File: config.mk
export PLATFORM = sky130hd
export DESIGN_NAME = jt10_adpcma_sched
export DESIGN_NICKNAME = d
export VERILOG_FILES = /design/src/rtl/jt10_adpcma_pkg.sv /design/src/rtl/jt10_adpcma_fetch.sv /design/src/rtl/jt10_adpcma_sched.sv
export SDC_FILE = /design/constraint.sdc
export NUM_CORES = 1
export LEC_CHECK = 0
export BUFFER_PORTS_ARGS = -buffer_cell sky130_fd_sc_hd__buf_2
export CAP_MARGIN = 25
export CORE_MARGIN = 4
export CORE_UTILIZATION = 60
export DETAILED_ROUTE_END_ITERATION = 6
export PLACE_DENSITY_LB_ADDON = 0.2
export SETUP_SLACK_MARGIN = 0.2
export SYNTH_ARGS = -nofsm -noshare
export SYNTH_HDL_FRONTEND = slang
export SYNTH_HIERARCHICAL = 1
export SYNTH_SLANG_ARGS = --single-unit
File: constraint.sdc
create_clock -name clk -period 8.1 [get_ports clk]
set_input_delay 2.43 -clock clk [delete_from_list [all_inputs] [get_ports clk]]
set_output_delay 2.43 -clock clk [all_outputs]
set_load 0.03 [all_outputs]
File: src/rtl/jt10_adpcma_pkg.sv
// jt10_adpcma_pkg: shared constants and types for the ADPCM-A channel scheduler
//   CHANNELS   : number of channel slots (equals decoder pipeline depth)
//   slot_t     : channel/slot index type
//   SEL_*      : cfg_sel encodings
//   fetch_st_t : ROM fetch engine state
package jt10_adpcma_pkg;

    localparam int CHANNELS = 6;

    typedef logic [2:0] slot_t;

    localparam slot_t LAST_SLOT = slot_t'(CHANNELS - 1);

    localparam logic [1:0] SEL_START = 2'd0;
    localparam logic [1:0] SEL_END   = 2'd1;
    localparam logic [1:0] SEL_LOOP  = 2'd2;

    typedef enum logic {F_IDLE, F_REQ} fetch_st_t;

endpackage

File: src/rtl/jt10_adpcma_fetch.sv
// jt10_adpcma_fetch: round-robin ROM byte fetcher with generation check
//   need/active/gen/cur : per-channel request state from the scheduler
//   rom_addr/rom_cs     : request held until rom_ok
//   rom_ok/rom_data     : ROM completion and byte
//   wr_en/wr_ch/wr_data : byte to store into the channel buffer (same clk as rom_ok)
module jt10_adpcma_fetch
    import jt10_adpcma_pkg::*;
#(
    parameter int AW = 24
) (
    input  logic                         clk,
    input  logic                         rst_n,
    input  logic [CHANNELS-1:0]          need,
    input  logic [CHANNELS-1:0]          active,
    input  logic [CHANNELS-1:0]          gen,
    input  logic [CHANNELS-1:0][AW-1:0]  cur,
    output logic [AW-1:0]                rom_addr,
    output logic                         rom_cs,
    input  logic                         rom_ok,
    input  logic [7:0]                   rom_data,
    output logic                         wr_en,
    output slot_t                        wr_ch,
    output logic [7:0]                   wr_data
);

    fetch_st_t      st_q, st_d;
    slot_t          ch_q, ch_d, last_q, last_d, cand, pick;
    logic           gen_q, gen_d, cs_q, cs_d, pick_v;
    logic [AW-1:0]  addr_q, addr_d;

    // Scan starts at the channel after the last one served
    always_comb begin
        pick_v = 1'b0;
        pick   = last_q;
        cand   = last_q;
        for (int i = 0; i < CHANNELS; i++) begin
            cand = (cand == LAST_SLOT) ? '0 : cand + 1'b1;
            if (!pick_v && need[cand]) begin
                pick_v = 1'b1;
                pick   = cand;
            end
        end
    end

    // A byte is kept only if the channel was not keyed off/on again meanwhile
    assign wr_en   = (st_q == F_REQ) && rom_ok && active[ch_q] && (gen[ch_q] == gen_q);
    assign wr_ch   = ch_q;
    assign wr_data = rom_data;

    always_comb begin
        st_d   = st_q;
        ch_d   = ch_q;
        last_d = last_q;
        gen_d  = gen_q;
        addr_d = addr_q;
        cs_d   = cs_q;
        if (st_q == F_IDLE) begin
            if (pick_v) begin
                st_d   = F_REQ;
                ch_d   = pick;
                last_d = pick;
                gen_d  = gen[pick];
                addr_d = cur[pick];
                cs_d   = 1'b1;
            end
        end else if (rom_ok) begin
            st_d   = F_IDLE;
            cs_d   = 1'b0;
            addr_d = '0;
        end
    end

    always_ff @(posedge clk or negedge rst_n) begin
        if (!rst_n) begin
            st_q   <= F_IDLE;
            ch_q   <= '0;
            last_q <= LAST_SLOT;
            gen_q  <= 1'b0;
            addr_q <= '0;
            cs_q   <= 1'b0;
        end else begin
            st_q   <= st_d;
            ch_q   <= ch_d;
            last_q <= last_d;
            gen_q  <= gen_d;
            addr_q <= addr_d;
            cs_q   <= cs_d;
        end
    end

    assign rom_addr = addr_q;
    assign rom_cs   = cs_q;

endmodule

File: src/rtl/jt10_adpcma_sched.sv
// jt10_adpcma_sched: sequences six ADPCM-A channels through the shared decoder
//   cen                   : one channel slot per enable
//   cfg_we/ch/sel/data    : start/end page (and loop bit) writes
//   keyon/keyoff/flag_clr : per-channel control pulses
//   rom_addr/cs/ok/data   : shared ROM fetch port
//   data/chon/clr/slot    : registered decoder stage-I inputs
//   flag                  : sticky end-of-sample flags
// Optional: JT10_ADPCMA_LOOP_EN adds a per-channel loop bit (cfg_sel=2).
module jt10_adpcma_sched
    import jt10_adpcma_pkg::*;
#(
    parameter int AW = 24
) (
    input  logic                 clk,
    input  logic                 rst_n,
    input  logic                 cen,
    input  logic                 cfg_we,
    input  logic [2:0]           cfg_ch,
    input  logic [1:0]           cfg_sel,
    input  logic [15:0]          cfg_data,
    input  logic [CHANNELS-1:0]  keyon,
    input  logic [CHANNELS-1:0]  keyoff,
    input  logic [CHANNELS-1:0]  flag_clr,
    output logic [AW-1:0]        rom_addr,
    output logic                 rom_cs,
    input  logic                 rom_ok,
    input  logic [7:0]           rom_data,
    output logic [3:0]           data,
    output logic                 chon,
    output logic                 clr,
    output logic [2:0]           slot,
    output logic [CHANNELS-1:0]  flag
);

    logic [CHANNELS-1:0][AW-9:0] start_q, start_d, end_q, end_d;
    logic [CHANNELS-1:0][AW-1:0] cur_q, cur_d;
    logic [CHANNELS-1:0][7:0]    buf_q, buf_d;
    logic [CHANNELS-1:0]         buf_v_q, buf_v_d, nib_hi_q, nib_hi_d, active_q, active_d;
    logic [CHANNELS-1:0]         gen_q, gen_d, pend_on_q, pend_on_d, pend_off_q, pend_off_d;
    logic [CHANNELS-1:0]         flag_q, flag_d, need;
`ifdef JT10_ADPCMA_LOOP_EN
    logic [CHANNELS-1:0]         loop_q, loop_d;
`endif
    slot_t                       cnt_q, cnt_d, slot_q, slot_d;
    logic [3:0]                  data_q, data_d;
    logic                        chon_q, chon_d, clr_q, clr_d;
    logic                        wr_en;
    slot_t                       wr_ch;
    logic [7:0]                  wr_data;

    assign need = active_q & ~buf_v_q;

    jt10_adpcma_fetch #(.AW(AW)) u_fetch (
        .clk      (clk),
        .rst_n    (rst_n),
        .need     (need),
        .active   (active_q),
        .gen      (gen_q),
        .cur      (cur_q),
        .rom_addr (rom_addr),
        .rom_cs   (rom_cs),
        .rom_ok   (rom_ok),
        .rom_data (rom_data),
        .wr_en    (wr_en),
        .wr_ch    (wr_ch),
        .wr_data  (wr_data)
    );

    always_comb begin
        start_d    = start_q;
        end_d      = end_q;
        cur_d      = cur_q;
        buf_d      = buf_q;
        buf_v_d    = buf_v_q;
        nib_hi_d   = nib_hi_q;
        active_d   = active_q;
        gen_d      = gen_q;
        pend_on_d  = pend_on_q | keyon;
        pend_off_d = pend_off_q | keyoff;
        flag_d     = flag_q & ~flag_clr;
`ifdef JT10_ADPCMA_LOOP_EN
        loop_d     = loop_q;
`endif
        cnt_d      = cnt_q;
        slot_d     = slot_q;
        data_d     = data_q;
        chon_d     = chon_q;
        clr_d      = clr_q;
        // Fetch result lands first so a key event in the same clk overrides it
        if (wr_en) begin
            buf_d[wr_ch]   = wr_data;
            buf_v_d[wr_ch] = 1'b1;
        end
        if (cfg_we && cfg_ch <= LAST_SLOT) begin
            if (cfg_sel == SEL_START) start_d[cfg_ch] = cfg_data[AW-9:0];
            if (cfg_sel == SEL_END)   end_d[cfg_ch]   = cfg_data[AW-9:0];
`ifdef JT10_ADPCMA_LOOP_EN
            if (cfg_sel == SEL_LOOP)  loop_d[cfg_ch]  = cfg_data[0];
`endif
        end
        if (cen) begin
            slot_d = cnt_q;
            cnt_d  = (cnt_q == LAST_SLOT) ? '0 : cnt_q + 1'b1;
            data_d = 4'd0;
            chon_d = 1'b0;
            clr_d  = 1'b0;
            if (pend_on_d[cnt_q]) begin
                clr_d                = 1'b1;
                cur_d[cnt_q]         = {start_q[cnt_q], 8'h00};
                nib_hi_d[cnt_q]      = 1'b1;
                buf_v_d[cnt_q]       = 1'b0;
                active_d[cnt_q]      = 1'b1;
                flag_d[cnt_q]        = 1'b0;
                gen_d[cnt_q]         = ~gen_q[cnt_q];
                pend_on_d[cnt_q]     = 1'b0;
                pend_off_d[cnt_q]    = 1'b0;
            end else if (pend_off_d[cnt_q]) begin
                active_d[cnt_q]      = 1'b0;
                buf_v_d[cnt_q]       = 1'b0;
                pend_off_d[cnt_q]    = 1'b0;
            end else if (active_q[cnt_q] && buf_v_q[cnt_q]) begin
                chon_d          = 1'b1;
                data_d          = nib_hi_q[cnt_q] ? buf_q[cnt_q][7:4] : buf_q[cnt_q][3:0];
                nib_hi_d[cnt_q] = ~nib_hi_q[cnt_q];
                if (!nib_hi_q[cnt_q]) begin
                    buf_v_d[cnt_q] = 1'b0;
                    cur_d[cnt_q]   = cur_q[cnt_q] + 1'b1;
                    if (cur_q[cnt_q] == {end_q[cnt_q], 8'hFF}) begin
                        flag_d[cnt_q] = 1'b1;
`ifdef JT10_ADPCMA_LOOP_EN
                        if (loop_q[cnt_q]) cur_d[cnt_q] = {start_q[cnt_q], 8'h00};
                        else active_d[cnt_q] = 1'b0;
`else
                        active_d[cnt_q] = 1'b0;
`endif
                    end
                end
            end
        end
    end

    always_ff @(posedge clk or negedge rst_n) begin
        if (!rst_n) begin
            start_q    <= '0;
            end_q      <= '0;
            cur_q      <= '0;
            buf_q      <= '0;
            buf_v_q    <= '0;
            nib_hi_q   <= '0;
            active_q   <= '0;
            gen_q      <= '0;
            pend_on_q  <= '0;
            pend_off_q <= '0;
            flag_q     <= '0;
`ifdef JT10_ADPCMA_LOOP_EN
            loop_q     <= '0;
`endif
            cnt_q      <= '0;
            slot_q     <= '0;
            data_q     <= '0;
            chon_q     <= 1'b0;
            clr_q      <= 1'b0;
        end else begin
            start_q    <= start_d;
            end_q      <= end_d;
            cur_q      <= cur_d;
            buf_q      <= buf_d;
            buf_v_q    <= buf_v_d;
            nib_hi_q   <= nib_hi_d;
            active_q   <= active_d;
            gen_q      <= gen_d;
            pend_on_q  <= pend_on_d;
            pend_off_q <= pend_off_d;
            flag_q     <= flag_d;
`ifdef JT10_ADPCMA_LOOP_EN
            loop_q     <= loop_d;
`endif
            cnt_q      <= cnt_d;
            slot_q     <= slot_d;
            data_q     <= data_d;
            chon_q     <= chon_d;
            clr_q      <= clr_d;
        end
    end

    assign data = data_q;
    assign chon = chon_q;
    assign clr  = clr_q;
    assign slot = slot_q;
    assign flag = flag_q;

endmodule

# After elaboration in Yosys (flattened, before gate mapping)
# Index checks and enable logic that the tools add are counted.
# op_classes
reduce_logical	31
order_cmp	14
eq_ne	14
n_addsub	8
muxes	122
n_bitwise	19
# op_table
op	count
144-bit two-way mux	4
144-bit bitwise mux	2
96-bit bitwise mux	2
6-bit two-way mux	25
24-bit binary-select mux with 3-bit select	2
24-bit two-way mux	6
16-bit binary-select mux with 3-bit select	2
24-bit demux with 3-bit select	1
48-bit bitwise mux	1
16-bit demux with 3-bit select	1
16-bit two-way mux	3
1-bit binary-select mux with 3-bit select	15
6-bit AND	7
3-bit by 4-bit less-than comparator with 1-bit output (second input constant)	10
3-bit two-way mux	13
6-bit OR	6
1-bit two-way mux	33
24-bit by 1-bit adder with 24-bit output (second input constant)	1
8-bit binary-select mux with 3-bit select	1
8-bit demux with 3-bit select	1
24-bit == test	1
3-bit by 1-bit adder with 3-bit output (second input constant)	7
3-bit == test (second input constant)	7
6-bit inverter	3
other kinds (19)	54
# totals
out_inout_bits	40
inputBits	52
regBits	471
word_cells	250

# Longest topological paths before layout
# Gate-level depths: netlist (run 1).
# depth
depth_word	24
mapped_depth	15
depth_no_buf	10

# By module
# Netlist (run 1), hierarchy kept.
# by_module_without_submodules
mod	area_per_inst_um2	cells_per_inst	n_inst	seq_area_each_um2
jt10_adpcma_sched	21089.0	1804	1	10960.5
jt10_adpcma_fetch	3193.1	339	1	803.3

# Worst setup path after synthesis (run 1)
# No wires, ideal clock.
# synth_path
path_kind	input to register
start	input keyon[0]
end	register cur_q[38] (netlist name)
path_stages	10
path_slack_ns	3.707
arrival_ns	4.269
path_cell_list	nor2_1 > mux4_2 > nor2_1 > a21oi_1 > o21ai_1 > buf_2 > and2_1 > buf_4 > buf_2 > mux2_2
# synth_between
elab_chain_len	5
# synth_lines
element	line_no	text
start: declaration	jt10_adpcma_sched.sv:21	input logic [CHANNELS-1:0] keyon,
6-bit OR *	jt10_adpcma_sched.sv:78	pend_on_d = pend_on_q | keyon;
1-bit binary-select mux with 3-bit select *	jt10_adpcma_sched.sv:107	if (pend_on_d[cnt_q]) begin
1-bit two-way mux (not written as such) *	jt10_adpcma_sched.sv:107	
2-bit inequality test (no line) or 2-bit nonzero test (tied branches)	n/a	
4-bit AND reduction (no line)	n/a	
end signal: assignment	jt10_adpcma_sched.sv:166	cur_q <= cur_d;
end: declaration	jt10_adpcma_sched.sv:36	logic [CHANNELS-1:0][AW-1:0] cur_q, cur_d;
# Every way passes the cells marked *; elsewhere a longest branch is shown, timed or not. The select of a mux whose other input is x is not followed.
# A chain may end at the register's enable or synchronous reset.

# Worst setup path in the final report (run 1)
# layout_path
start	register cnt_q[0]
end	register flag_q[5], in the netlist flag[5]
# layout_between
elab_chain_len	11
# layout_lines
element	line_no	text
start: declaration	jt10_adpcma_sched.sv:44	slot_t cnt_q, cnt_d, slot_q, slot_d;
start signal: assignment	jt10_adpcma_sched.sv:178	cnt_q <= cnt_d;
3-bit by 4-bit less-than comparator with 1-bit output (not written as such) or 3-bit by 1-bit >= comparator with 1-bit output (tied branches)	jt10_adpcma_sched.sv:113, jt10_adpcma_sched.sv:129	
1-bit logical AND (not written as such)	jt10_adpcma_sched.sv:113, jt10_adpcma_sched.sv:129	
1-bit two-way mux (not written as such)	jt10_adpcma_sched.sv:113, jt10_adpcma_sched.sv:129	
1-bit demux with 3-bit select	jt10_adpcma_sched.sv:113, jt10_adpcma_sched.sv:129	
6-bit OR (no line)	n/a	
6-bit two-way mux	jt10_adpcma_sched.sv:128	if (cur_q[cnt_q] == {end_q[cnt_q], 8'hFF}) begin
6-bit two-way mux	jt10_adpcma_sched.sv:125	if (!nib_hi_q[cnt_q]) begin
6-bit two-way mux	jt10_adpcma_sched.sv:121	end else if (active_q[cnt_q] && buf_v_q[cnt_q]) begin
6-bit two-way mux	jt10_adpcma_sched.sv:117	end else if (pend_off_d[cnt_q]) begin
6-bit two-way mux *	jt10_adpcma_sched.sv:107	
6-bit two-way mux *	jt10_adpcma_sched.sv:101	if (cen) begin
named net flag_d[5]	jt10_adpcma_sched.sv:40	logic [CHANNELS-1:0] flag_q, flag_d, need;
end signal: assignment	jt10_adpcma_sched.sv:174	flag_q <= flag_d;
end: declaration	jt10_adpcma_sched.sv:40	
# The timed path passes the listed nets; every way through them passes the cells marked *. The select of a mux whose other input is x is not followed.

==> results of run 1 <==
[power groups by stage]
stage | sequential (mW) | clock, mW | combinational, mW
2_1_floorplan | 3.47 | 0 | 3.92
3_3_place_gp | 3.62 | 0 | 4.91
3_5_place_dp | 3.67 | 0 | 5.01
4_1_cts | 3.63 | 2.19 | 5.04
5_1_grt | 3.73 | 2.30 | 5.49
6_report | 3.64 | 2.16 | 5.14
[routing by layer]
metal	vias to the layer above	global-route usage, %	part of all wire [%]
met1	8945	42.3	43
met4	4	9.38	3.3
met5	-	0	0.042
li1	7793	-	-
met2	646	46.4	47
met3	172	4.73	6.8
[cell usage after synthesis (all sizes together), types with 22 or more instances]
cell type / number
a21oi: 102
a221o: 26
buf: 81
clkbuf: 69
dfrtp: 468
inv: 29
mux2: 357
mux2i: 152
mux4: 35
nand2: 220
nand3: 29
nor2: 165
o21ai: 122
o22ai: 23
xor2: 22
[logic make-up (layout without fill, tap and decap cells)]
logic type | after synthesis | after routing | synth area share [%]
compound gates | 379 | 379 | 10.0
xor+xnor | 34 | 34 | 1.23
fa+ha+maj | 1 | 1 | 0.0515
buf+inv | 179 | 241 | 3.90
flops | 470 | 470 | 48.4
mux | 544 | 544 | 26.1
simple gates | 536 | 536 | 10.2
[path summary, 6_finish.rpt]
path                              start        endpoint  depth (start not counted)
setup / recovery               cnt_q[0]         flag[5]                         10
hold / removal             pend_on_q[4]    pend_on_q[4]                          2
setup reg to reg               cnt_q[0]         flag[5]                         10
hold reg to reg            pend_on_q[4]    pend_on_q[4]                          2
max in group asynchronous         rst_n       buf_q[23]                          2
min in group asynchronous         rst_n  u_fetch/rom_cs                          1
[cell type report]
class	count	share of cell area, %
inverters	29	0.411
repair buffers	126	2.95
clock inverters	7	0.255
well taps	525	2.48
clock buffers	79	5.51
multi-input cells	1494	43.9
flip-flops and latches	470	44.5
[tightest hold or removal path: cells and delay by family, from the launching register on]
| kind | cells | cell delay (ns) |
|---|---|---|
| DFF | 1 | 0.33 |
| and+or+nand+nor | 2 | 0.13 |
[state kept, by name (all words and copies together), names as in the netlist, named ones only]
signal / cells
u_fetch/gen_q: 1
nib_hi_q: 6
end_q: 96
pend_off_q: 6
clr: 1
chon: 1
buf_v_q: 6
buf_q: 48
cnt_q: 3
data: 4
pend_on_q: 6
slot: 3
u_fetch/rom_cs: 1
u_fetch/st_q: 1
cur_q: 144
gen_q: 6
u_fetch/wr_ch: 3
u_fetch/rom_addr: 24
flag: 6
start_q: 96
u_fetch/last_q: 2
[metrics by stage]
stage               hold slack, ns  util (%)  setup slack, ns
floorplan                    0.458         -             3.71
global placement             0.480      62.4             2.82
detailed placement           0.485      62.4             2.70
CTS                          0.500      66.2             3.18
global route                 0.508      66.3             2.92
finish                       0.500      66.3             3.18
[placed cells by master (no fill, tap or decap), types with 18 or more instances in the layout]
master and n:
sky130_fd_sc_hd__dfrtp_1 465, sky130_fd_sc_hd__mux2_2 350, sky130_fd_sc_hd__nand2_1 219, sky130_fd_sc_hd__nor2_1 163, sky130_fd_sc_hd__mux2i_1 151, sky130_fd_sc_hd__a21oi_1 100
sky130_fd_sc_hd__o21ai_0 98, sky130_fd_sc_hd__buf_2 90, sky130_fd_sc_hd__clkbuf_16 49, sky130_fd_sc_hd__mux4_2 34, sky130_fd_sc_hd__buf_4 31, sky130_fd_sc_hd__nand3_1 29
sky130_fd_sc_hd__inv_1 27, sky130_fd_sc_hd__a221o_1 26, sky130_fd_sc_hd__o21ai_1 23, sky130_fd_sc_hd__xor2_1 22, sky130_fd_sc_hd__o22ai_1 21, sky130_fd_sc_hd__nor3_1 18
sky130_fd_sc_hd__clkbuf_1 18
==> results.txt, run 1 <==
----------------------------------------------------
[Outcome]
  Outcome ... completed

[Logic synthesis]
  Largest cells by area after synthesis ... sky130_fd_sc_hd__dfrtp_1 (48%), sky130_fd_sc_hd__mux2_2 (16%), sky130_fd_sc_hd__mux2i_1 (6.3%)
  Number of unique standard cell types used by synthesis ... between 90 and 100
  Top cell type's share of synthesized area ... 48.2%
  Portion of the post-synthesis area used by sequential elements ... a little under 50%
  Synthesized area ... around 24000 um^2
  #FFs+latches synth ... 470
  Fraction of synthesis flops using an asynchronous set or reset pin ... 100%
  Synthesis warning total ... 6
  Number of enable flip-flop cells after synthesis ... 0
  Post-synthesis cell count ... roughly 2100
  Synthesized area divided by synthesized cell count ... approximately 11 um^2
  Library cell occupying the most area in the post-synthesis netlist ... sky130_fd_sc_hd__dfrtp_1
  Dominant synthesized flop cell ... sky130_fd_sc_hd__dfrtp_1
  Mapped Nets ... about 2200

[Timing]
  Maximum clock frequency ... 203 MHz
  Relative slew slack ... roughly 28%
  RSZ-0062 raised after global routing ... no
  Final sum of negative setup slack ... 0 ns
  Endpoints failing hold ... 0
  Final period utilization ... 60.7%
  Final count of negative-setup-slack endpoints ... 0
  Crit path time final ... approximately 4.9 ns
  Slew at the pin with the worst max-slew slack ... 1.07 ns
  Final slew viol count ... 0
  Worst Clk Skew ... 0.0125 ns

[Floorplanning]
  Area enclosed by the die boundary ... approximately 44000 um^2
  Initial core utilization ... about 60%
  Die Y ... ~210 um
  Number of I/O pins ... 92
  Total core area ... ~40000 um^2
  Die width ... around 210 um
  Cell Rows ... 73

[Place]
  Detailed placement HPWL ... between 40000 and 50000 um
  Placed insts ... approximately 2600
  Final weighted congestion in routability-driven placement ... ~0.89
  Total of buffers placed on input and output ports ... 91
  Post-detailed-placement cell area ... 24900 um^2

[Clock network]
  Clock root cell ... sky130_fd_sc_hd__clkbuf_16
  TritonCTS clock tree ... built
  Clock Path Buffers ... 3
  Clock sink total ... 470
  Clock-pin slew of the registers on the worst-case setup and hold paths ... 0.06 ns
  Post-cts hold buffer count ... 0
  Post-CTS resize count ... 0
  Depth of the CTS H-tree ... 2
  Postcts setup bufs ... 0
  TritonCTS buffer count ... 49
  Insertion delay to the later sink of the worst-skew pair ... 0.58 ns

[Global routing]
  Global routing usage summed across all routing layers ... 29.4%
  Via count of the first global-routing pass ... between 15000 and 20000
  Maximum number of pins on one net before global-route repair ... around 160
  Antenna violations before repair ... 2
  First-pass GRT wire length ... approximately 100000 um
  Total overflow reported by the global router ... 0

[Critical path]
  Dominant delay contributor by cell family on the critical path ... simple AND/OR/NAND/NOR gates
  Type of element capturing the critical path ... register
  Critical path buffers and inverters ... 2
  Maximum fanout along the worst path ... 46
  Minimum setup slack among reg-to-reg paths ... approximately 3.2 ns
  Worst endpoint data arrival time ... 5.38 ns
  Critical-path top delay cell ... sky130_fd_sc_hd__dfrtp_4
  Crit path largest cell delay ... slightly below 1 ns
  Crit start category ... register
  Start-to-end type of the worst setup path ... register to register
  Crit path top cell by count ... sky130_fd_sc_hd__buf_4
  Crit path cell chain ... buf_4 -> buf_4 -> mux2i_1 -> o22ai_1 -> nor2_1 -> xor2_1 -> or4_1 -> nor4_2 -> nand4_2 -> o41ai_2
  Endpoint required time on the critical path ... between 8 and 9 ns

[Power and ir drop]
  Power density relative to cell area ... around 410 nW/um^2
  Leakage power of the design ... ~12 nW
  Portion of total power attributed to the clock network ... roughly a fifth
  Part of the power in registers ... 33.3%
  Worst supply voltage drop on vdd ... roughly 0.56 mV
  P_sw ... approximately 4.5 mW
  Internal power ... between 6 and 7 mW
  Combinational Power Share ... 47.0%
  Switching part of the total power ... roughly two fifths
  Post-layout power ... about 11 mW

[Finish]
  Multi-input logic area ... 11600 um^2
  Filler Cell Count ... approximately 3000
  P&R area growth vs syn ... 9.01%
  Flip-flop and latch area ... 11800 um^2
  Count of placed standard cells in the final layout, fillers left out ... ~2700
  Fin nets ... 2223
  Layout cells sized above 1 ... roughly 29%
  Number of inserted diodes ... 0
  Final Instance Area ... roughly 26000 um^2

[Routing]
  Via density per instance ... 6.43
  DR WL/cell ... about 24 um
  1st-pass router iterations ... 7
  Number of design-rule violations left by the first detailed-router iteration ... around 1700
  Vias after detailed routing ... ~18000
  Detailed Route WL ... 64800 um
  Post-route antenna net violation count ... 0
  Total DRC errors in the routed layout ... 0

[Min path]
  Class of the most critical hold timing path ... register to register

[Flow run]
  Maximum Capacitance Violations ... 0

----------------------------------------------------
Note: power is estimated with default switching activity, not from simulation.
==> run 2: changes to the inputs <==
==> constraint.sdc (replaced) <==
create_clock -name clk -period 5 [get_ports clk]
set_input_delay 1.5 -clock clk [delete_from_list [all_inputs] [get_ports clk]]
set_output_delay 1.5 -clock clk [all_outputs]
set_load 0.03 [all_outputs]
==> run 2 against run 1 <==
  * The run now ends with DRC left
  * Worst hold slack worse by 0.0046 ns
  * Core utilization up 0.58 points
  * Sequential share of layout area down 0.39 points
  * Die area unchanged
  * Clock-buffer cell count down 6
  * Maximum frequency up 20%
  * Via count down 0.43%
  * Non-clock buffer count up 12
  * Cell area up 0.87%
  * Critical path depth down 2
  * Global-route usage up 0.57 points
  * Power up 65%
==> results.txt, run 2 (synthesis results as in run 1) <==
----------------------------------------------------
[Clock network]
  TritonCTS clock tree ... built
  Post-cts hold buffer count ... 0 (unchanged)
  Depth of the CTS H-tree ... 2 (unchanged)
  Clock sink total ... 470 (unchanged)
  Clock root cell ... sky130_fd_sc_hd__clkbuf_16
  Post-CTS resize count ... 0 (unchanged)
  Postcts setup bufs ... 0 (unchanged)
  Insertion delay to the later sink of the worst-skew pair ... 0.59 ns (about the same)
  Clock-pin slew of the registers on the worst-case setup and hold paths ... 0.06 ns (about the same)
  TritonCTS buffer count ... 50 (+2.0%)
  Clock Path Buffers ... 3 (unchanged)

[Finish]
  Multi-input logic area ... 11600 um^2 (-0.11%)
  Commonest cells after routing, fill and taps aside ... sky130_fd_sc_hd__dfrtp_1 (465), sky130_fd_sc_hd__mux2_2 (350), sky130_fd_sc_hd__nand2_1 (219), sky130_fd_sc_hd__nor2_1 (163), sky130_fd_sc_hd__mux2i_1 (151)
  Most flop-heavy register ... cur_q
  Layout cells sized above 1 ... 29.2% (+0.63 points)
  Share of the core filled with cells in the final layout ... 66.9% (+0.58 points)
  P&R area growth vs syn ... 9.96%
  Final Instance Area ... 26700 um^2 (+0.87%)
  Most common cell after layout, fill and taps aside ... sky130_fd_sc_hd__dfrtp_1
  Flip-flop and latch area ... 11800 um^2 (unchanged)
  Number of flip-flops in the largest register ... 144 (unchanged)
  Fin nets ... 2236 (+0.58%)
  Biggest registers after layout ... cur_q: 144 flops, end_q: 96 flops, start_q: 96 flops
  Filler Cell Count ... 2999 (-0.60%)

[Outcome]
  Failing checks ... DRC
  Outcome ... finished, violations left

[Critical path]
  Start-to-end type of the worst setup path ... register to register
  Capturing point of the worst reg2reg path ... flag[5]
  Minimum setup slack among reg-to-reg paths ... 0.89 ns (-2.29 ns)
  Endpoint required time on the critical path ... 5.47 ns (-3.09 ns)
  Worst endpoint data arrival time ... 4.58 ns (-0.80 ns)
  Worst Setup SP ... cnt_q[0]
  Type of element capturing the critical path ... register
  Launch instance of the worst register-to-register path ... cnt_q[0]
  Crit start category ... register
  CP Capture Point ... flag[5]
  Maximum fanout along the worst path ... 41 (-11%)
  Number of cells on the worst reg-to-reg path ... 8 (-2)

[Timing]
  Worst Clk Skew ... 0.0167 ns (+0.00426 ns)
  Slew at the pin with the worst max-slew slack ... 1.10 ns (+0.0315 ns)
  Endpoints failing hold ... 0 (unchanged)
  RSZ-0062 raised after global routing ... no
  Final sum of negative setup slack ... 0 ns (unchanged)
  Relative slew slack ... 26.5% (-1.9 points)
  Maximum clock frequency ... 243 MHz (+20%)
  Worst hold slack after final layout ... 0.495 ns (-0.00462 ns)
  Final count of negative-setup-slack endpoints ... 0 (unchanged)
  Crit path time final ... 4.11 ns (-0.806 ns)
  Final period utilization ... 82.2% (+22 points)
  Final slew viol count ... 0 (unchanged)

[Power and ir drop]
  Power density relative to cell area ... 677 nW/um^2 (+64%)
  Worst supply voltage drop on vdd ... 0.938 mV (+69%)
  Leakage power of the design ... 12.0 nW (+1.0%)

[Floorplanning]
  Number of I/O pins ... 92 (unchanged)
  Die Y ... 209 um (unchanged)
  Cell Rows ... 73 (unchanged)
  Area enclosed by the die boundary ... 43800 um^2 (unchanged)
  Initial core utilization ... 60.8% (unchanged)
  Die width ... 209 um (unchanged)
  Total core area ... 39900 um^2 (unchanged)

[Place]
  Total of buffers placed on input and output ports ... 91 (unchanged)
  Post-detailed-placement cell area ... 25000 um^2 (+0.53%)
  Final weighted congestion in routability-driven placement ... 0.996 (+12%)
  Detailed placement HPWL ... 43300 um (+5.0%)

[Routing]
  DR WL/cell ... 24.0 um (+1.1%)
  Wire length on met1 ... 27800 um (-0.53%)
  Detailed Route WL ... 65900 um (+1.6%)
  Total DRC errors in the routed layout ... 2 (+2)
  1st-pass router iterations ... 7 (unchanged)
  Uppermost metal layer occupied by signal nets ... met5
  Met2 WL post-DR ... 31200 um (+3.2%)
  Via density per instance ... 6.37 (-0.98%)
  Met3 layer wire length in the routed design ... 4600 um (+3.9%)
  Vias after detailed routing ... 17500 (-0.43%)
  Post-route antenna net violation count ... 0 (unchanged)
  Number of design-rule violations left by the first detailed-router iteration ... 1693 (+0.47%)

[Global routing]
  Via count of the first global-routing pass ... 17900 (+0.44%)
  First-pass GRT wire length ... 104000 um (+1.5%)
  Global routing usage summed across all routing layers ... 30.0% (+0.57 points)
  Maximum number of pins on one net before global-route repair ... 143 (-8.3%)
  Antenna violations before repair ... 2 (unchanged)
  Total overflow reported by the global router ... 0 (unchanged)

[Min path]
  Class of the most critical hold timing path ... register to register

[Flow run]
  Maximum Capacitance Violations ... 0 (unchanged)

----------------------------------------------------
run 2: cell count changes in the layout (fill, tap and decap cells not counted), sizes merged:
cell,previous run,this run
clkbuf,79,73
clkinv,4,7
inv,31,30
buf,126,138
bufinv,1,4
diode,0,1
clkinvlp,0,3
run 2: power breakdown:
part	switching (mW)	total, mW	internal [mW]
sequential	0.967	5.92	4.96
combinational	4.90	8.41	3.51
clock	1.52	3.74	2.22
total	7.39	18.1	10.7
run 2: area by class of cell:
| type | count | area share (%) |
|---|---|---|
| Tap cell | 525 | 2.46 |
| Clock inverter | 15 | 0.698 |
| Multi-Input combinational cell | 1494 | 43.5 |
| Sequential cell | 470 | 44.1 |
| Antenna cell | 1 | 0.00937 |
| Inverter | 29 | 0.408 |
| Clock buffer | 73 | 5.46 |
| Timing Repair Buffer | 138 | 3.38 |
run 2: critical path, cell delays in order (launching register included):
cell and delay (ns):
sky130_fd_sc_hd__dfrtp_4 0.87, sky130_fd_sc_hd__or2_1 0.62, sky130_fd_sc_hd__o22ai_1 0.18, sky130_fd_sc_hd__nor2_1 0.58
sky130_fd_sc_hd__xor2_1 0.28, sky130_fd_sc_hd__or4_1 0.49, sky130_fd_sc_hd__nor4_2 0.19, sky130_fd_sc_hd__nand4_2 0.30
sky130_fd_sc_hd__o41ai_2 0.43
run 2: worst min path at each step:
| stage | from | end | cells past startpoint |
|---|---|---|---|
| after floorplan | cur_q[84] | cur_q[84] | 2 |
| after global placement | cur_q[84] | cur_q[84] | 2 |
| after detailed placement | cur_q[84] | cur_q[84] | 2 |
| after CTS | cur_q[15] | cur_q[15] | 2 |
| after global routing | start_q[35] | start_q[35] | 1 |
| final | pend_on_q[4] | pend_on_q[4] | 2 |
run 2: stage by stage:
stage / setup WS [ns] / instances / total power, mW
6_report: 0.890 / 2745 / 18.1
3_3_place_gp: 1.00 / 2655 / 14.0
3_5_place_dp: 0.930 / 2655 / 14.2
2_1_floorplan: 1.54 / 2143 / 12.0
5_1_grt: 0.610 / 2744 / 19.0
4_1_cts: 0.917 / 2743 / 18.0
run 2: metal layers:
layer	vias to the layer above	track usage, %
met2	682	47.5
met4	2	10.9
li1	7813	-
met5	-	0
met1	8824	42.4
met3	163	4.74
==> run 3: changes to the inputs <==
==> constraint.sdc (replaced) <==
create_clock -name clk -period 3.83 [get_ports clk]
set_input_delay 1.149 -clock clk [delete_from_list [all_inputs] [get_ports clk]]
set_output_delay 1.149 -clock clk [all_outputs]
set_load 0.03 [all_outputs]
==> run 3 against run 2 <==
  * The run now ends clean
  * Critical path depth increased by 3
  * Via count rose by 2.2%
  * Clock-buffer cell count up 1
  * Critical path type unchanged
==> results.txt, run 3 (synthesis results as in run 1) <==
----------------------------------------------------
[Finish]
  P&R area growth vs syn ... 12.7%
  Biggest registers after layout ... cur_q: 144 flops, end_q: 96 flops, start_q: 96 flops
  Layout cells sized above 1 ... 31.4% (+2.1 points)
  Commonest cells after routing, fill and taps aside ... sky130_fd_sc_hd__dfrtp_1 (465), sky130_fd_sc_hd__mux2_2 (350), sky130_fd_sc_hd__nand2_1 (219), sky130_fd_sc_hd__nor2_1 (160), sky130_fd_sc_hd__mux2i_1 (151)
  Most flop-heavy register ... cur_q
  Fin nets ... 2300 (+2.9%)
  Most common cell after layout, fill and taps aside ... sky130_fd_sc_hd__dfrtp_1
  Share of the core filled with cells in the final layout ... 68.5% (+1.6 points)
  Count of placed standard cells in the final layout, fillers left out ... 2811 (+2.4%)
  Filler Cell Count ... 2885 (-3.8%)
  Number of flip-flops in the largest register ... 144 (unchanged)
  Final Instance Area ... 27400 um^2 (+2.5%)

[Critical path]
  Endpoint required time on the critical path ... 4.30 ns (-1.17 ns)
  Worst endpoint data arrival time ... 4.02 ns (-0.56 ns)
  Type of element capturing the critical path ... register
  Critical path buffers and inverters ... 3 (+3)
  Crit start category ... register
  Critical-path top delay cell ... sky130_fd_sc_hd__dfrtp_4
  Maximum fanout along the worst path ... 14 (-66%)
  Start-to-end type of the worst setup path ... register to register
  Crit path cell chain ... buf_8 -> nor3b_1 -> buf_4 -> o2bb2ai_1 -> nor2_1 -> nor4_4 -> buf_4 -> a211oi_1 -> nor2_1 -> o21ai_0 -> mux2_2
  Crit path largest cell delay ... 0.62 ns (-0.25 ns)
  Dominant delay contributor by cell family on the critical path ... simple AND/OR/NAND/NOR gates

[Floorplanning]
  Total core area ... 39900 um^2 (unchanged)
  Number of I/O pins ... 92 (unchanged)
  Die Y ... 209 um (unchanged)
  Cell Rows ... 73 (unchanged)
  Area enclosed by the die boundary ... 43800 um^2 (unchanged)
  Die width ... 209 um (unchanged)
  Initial core utilization ... 60.8% (unchanged)

[Power and ir drop]
  Leakage power of the design ... 12.4 nW (+3.1%)
  Internal power ... 14.3 mW (+34%)
  Combinational Power Share ... 48.0% (+1.5 points)
  Power density relative to cell area ... 882 nW/um^2 (+30%)
  Switching part of the total power ... 40.6% (-0.29 points)
  Post-layout power ... 24.1 mW (+34%)
  Worst supply voltage drop on vdd ... 0.886 mV (-5.6%)
  Portion of total power attributed to the clock network ... 20.2% (-0.5 points)
  P_sw ... 9.80 mW (+33%)
  Part of the power in registers ... 31.8% (-1.0 points)

[Global routing]
  Maximum number of pins on one net before global-route repair ... 80 (-44%)
  Antenna violations before repair ... 2 (unchanged)
  Total overflow reported by the global router ... 0 (unchanged)
  First-pass GRT wire length ... 106000 um (+2.3%)
  Global routing usage summed across all routing layers ... 30.6% (+0.62 points)
  Via count of the first global-routing pass ... 18500 (+2.9%)

[Routing]
  Total DRC errors in the routed layout ... 0 (-2)
  Detailed Route WL ... 67400 um (+2.3%)
  Post-route antenna net violation count ... 0 (unchanged)
  Via density per instance ... 6.36 (-0.18%)
  Vias after detailed routing ... 17900 (+2.2%)
  DR WL/cell ... 24.0 um (about the same)
  Number of design-rule violations left by the first detailed-router iteration ... 1740 (+2.8%)
  1st-pass router iterations ... 6 (-1)

[Timing]
  Final slew viol count ... 0 (unchanged)
  Slew at the pin with the worst max-slew slack ... 0.817 ns (-0.285 ns)
  Final sum of negative setup slack ... 0 ns (unchanged)
  Worst hold slack after final layout ... 0.501 ns (+0.00524 ns)
  Worst Clk Skew ... 0.0125 ns (-0.00418 ns)
  RSZ-0062 raised after global routing ... no
  Final count of negative-setup-slack endpoints ... 0 (unchanged)
  Maximum clock frequency ... 282 MHz (+16%)
  Final period utilization ... 92.6% (+10 points)
  Crit path time final ... 3.55 ns (-0.562 ns)
  Relative slew slack ... 45.4% (+19 points)
  PnR worst setup slack ... 0.283 ns (-0.608 ns)
  Endpoints failing hold ... 0 (unchanged)

[Place]
  Pre-CTS setup slack ... 0.221 ns (-0.709 ns)
  Total of buffers placed on input and output ports ... 91 (unchanged)
  Placed insts ... 2720 (+2.4%)
  Final weighted congestion in routability-driven placement ... 0.961 (-3.5%)
  Post-detailed-placement cell area ... 25700 um^2 (+2.6%)
  Detailed placement HPWL ... 45200 um (+4.3%)

[Outcome]
  Outcome ... completed

[Clock network]
  Post-cts hold buffer count ... 0 (unchanged)
  Insertion delay to the later sink of the worst-skew pair ... 0.59 ns (about the same)
  Depth of the CTS H-tree ... 2 (unchanged)
  TritonCTS buffer count ... 49 (-2.0%)
  Clock Path Buffers ... 3 (unchanged)
  Clock sink total ... 470 (unchanged)
  Clock-pin slew of the registers on the worst-case setup and hold paths ... 0.06 ns (about the same)
  TritonCTS clock tree ... built
  Clock root cell ... sky130_fd_sc_hd__clkbuf_16

[Flow run]
  Maximum Capacitance Violations ... 0 (unchanged)

[Min path]
  Class of the most critical hold timing path ... register to register

----------------------------------------------------
-- run 3: changes by cell type in the layout (fill, tap and decap cells not counted), moves of 2 or more --
cell                         change
sky130_fd_sc_hd__buf_4          +53
sky130_fd_sc_hd__buf_12         +12
sky130_fd_sc_hd__clkinvlp_4      -3
sky130_fd_sc_hd__nor2_1          -3
sky130_fd_sc_hd__clkbuf_16       -2
sky130_fd_sc_hd__clkbuf_8        +2
sky130_fd_sc_hd__nor2_2          +2
-- run 3: path summary, 6_finish.rpt --
| kind | end | depth (start not counted) | start | slack [ns] |
|---|---|---|---|---|
| max in group asynchronous | cur_q[33] | 2 | rst_n | 2.34 |
| hold / removal | buf_q[30] | 1 | buf_q[30] | 0.50 |
| setup / recovery | cur_q[81] | 11 | cnt_q[0] | 0.28 |
| hold reg to reg | buf_q[30] | 1 | buf_q[30] | 0.50 |
| setup reg to reg | cur_q[81] | 11 | cnt_q[0] | 0.28 |
| min in group asynchronous | u_fetch/rom_cs | 1 | rst_n | 0.61 |
-- run 3: what timing repair did --
action,in CTS,in global routing
buffers inserted,0,1
cloned,0,0
gates resized for setup,1,3
pin swaps,0,1
hold endpoints to repair,0,0
setup endpoints to repair,1,51
-- run 3: layer usage --
layer	track usage (%)	vias up	wire, um
met4	9.81	2	2080
met1	42.8	9090	28600
met2	49.3	684	31900
li1	-	7948	-
met3	5.42	149	4760
met5	0	-	14
-- run 3: area by class of cell --
type | count | area [um^2] | area share [%]
Antenna cell | 1 | 2.50 | 0.00915
Clock inverter | 15 | 201 | 0.736
Multi-Input combinational cell | 1494 | 11600 | 42.5
Inverter | 29 | 109 | 0.398
Timing Repair Buffer | 203 | 1550 | 5.67
Sequential cell | 470 | 11800 | 43.0
Tap cell | 525 | 657 | 2.40
Clock buffer | 74 | 1440 | 5.26
-- run 3: worst register-to-register path, cell delays in order, from the launching register on --
cell	delay (ns)
sky130_fd_sc_hd__dfrtp_4	0.62
sky130_fd_sc_hd__buf_8	0.22
sky130_fd_sc_hd__nor3b_1	0.43
sky130_fd_sc_hd__buf_4	0.21
sky130_fd_sc_hd__o2bb2ai_1	0.13
sky130_fd_sc_hd__nor2_1	0.11
sky130_fd_sc_hd__nor4_4	0.49
sky130_fd_sc_hd__buf_4	0.24
sky130_fd_sc_hd__a211oi_1	0.07
sky130_fd_sc_hd__nor2_1	0.21
sky130_fd_sc_hd__o21ai_0	0.31
sky130_fd_sc_hd__mux2_2	0.38
-- run 3: power groups by stage --
stage,combinational (mW),sequential [mW],clock [mW]
floorplan,8.28,7.33,0
global placement,11.1,7.64,0
detailed placement,11.3,7.73,0
CTS,11.4,7.66,4.93
global route,12.3,7.83,5.16
finish,11.6,7.66,4.88
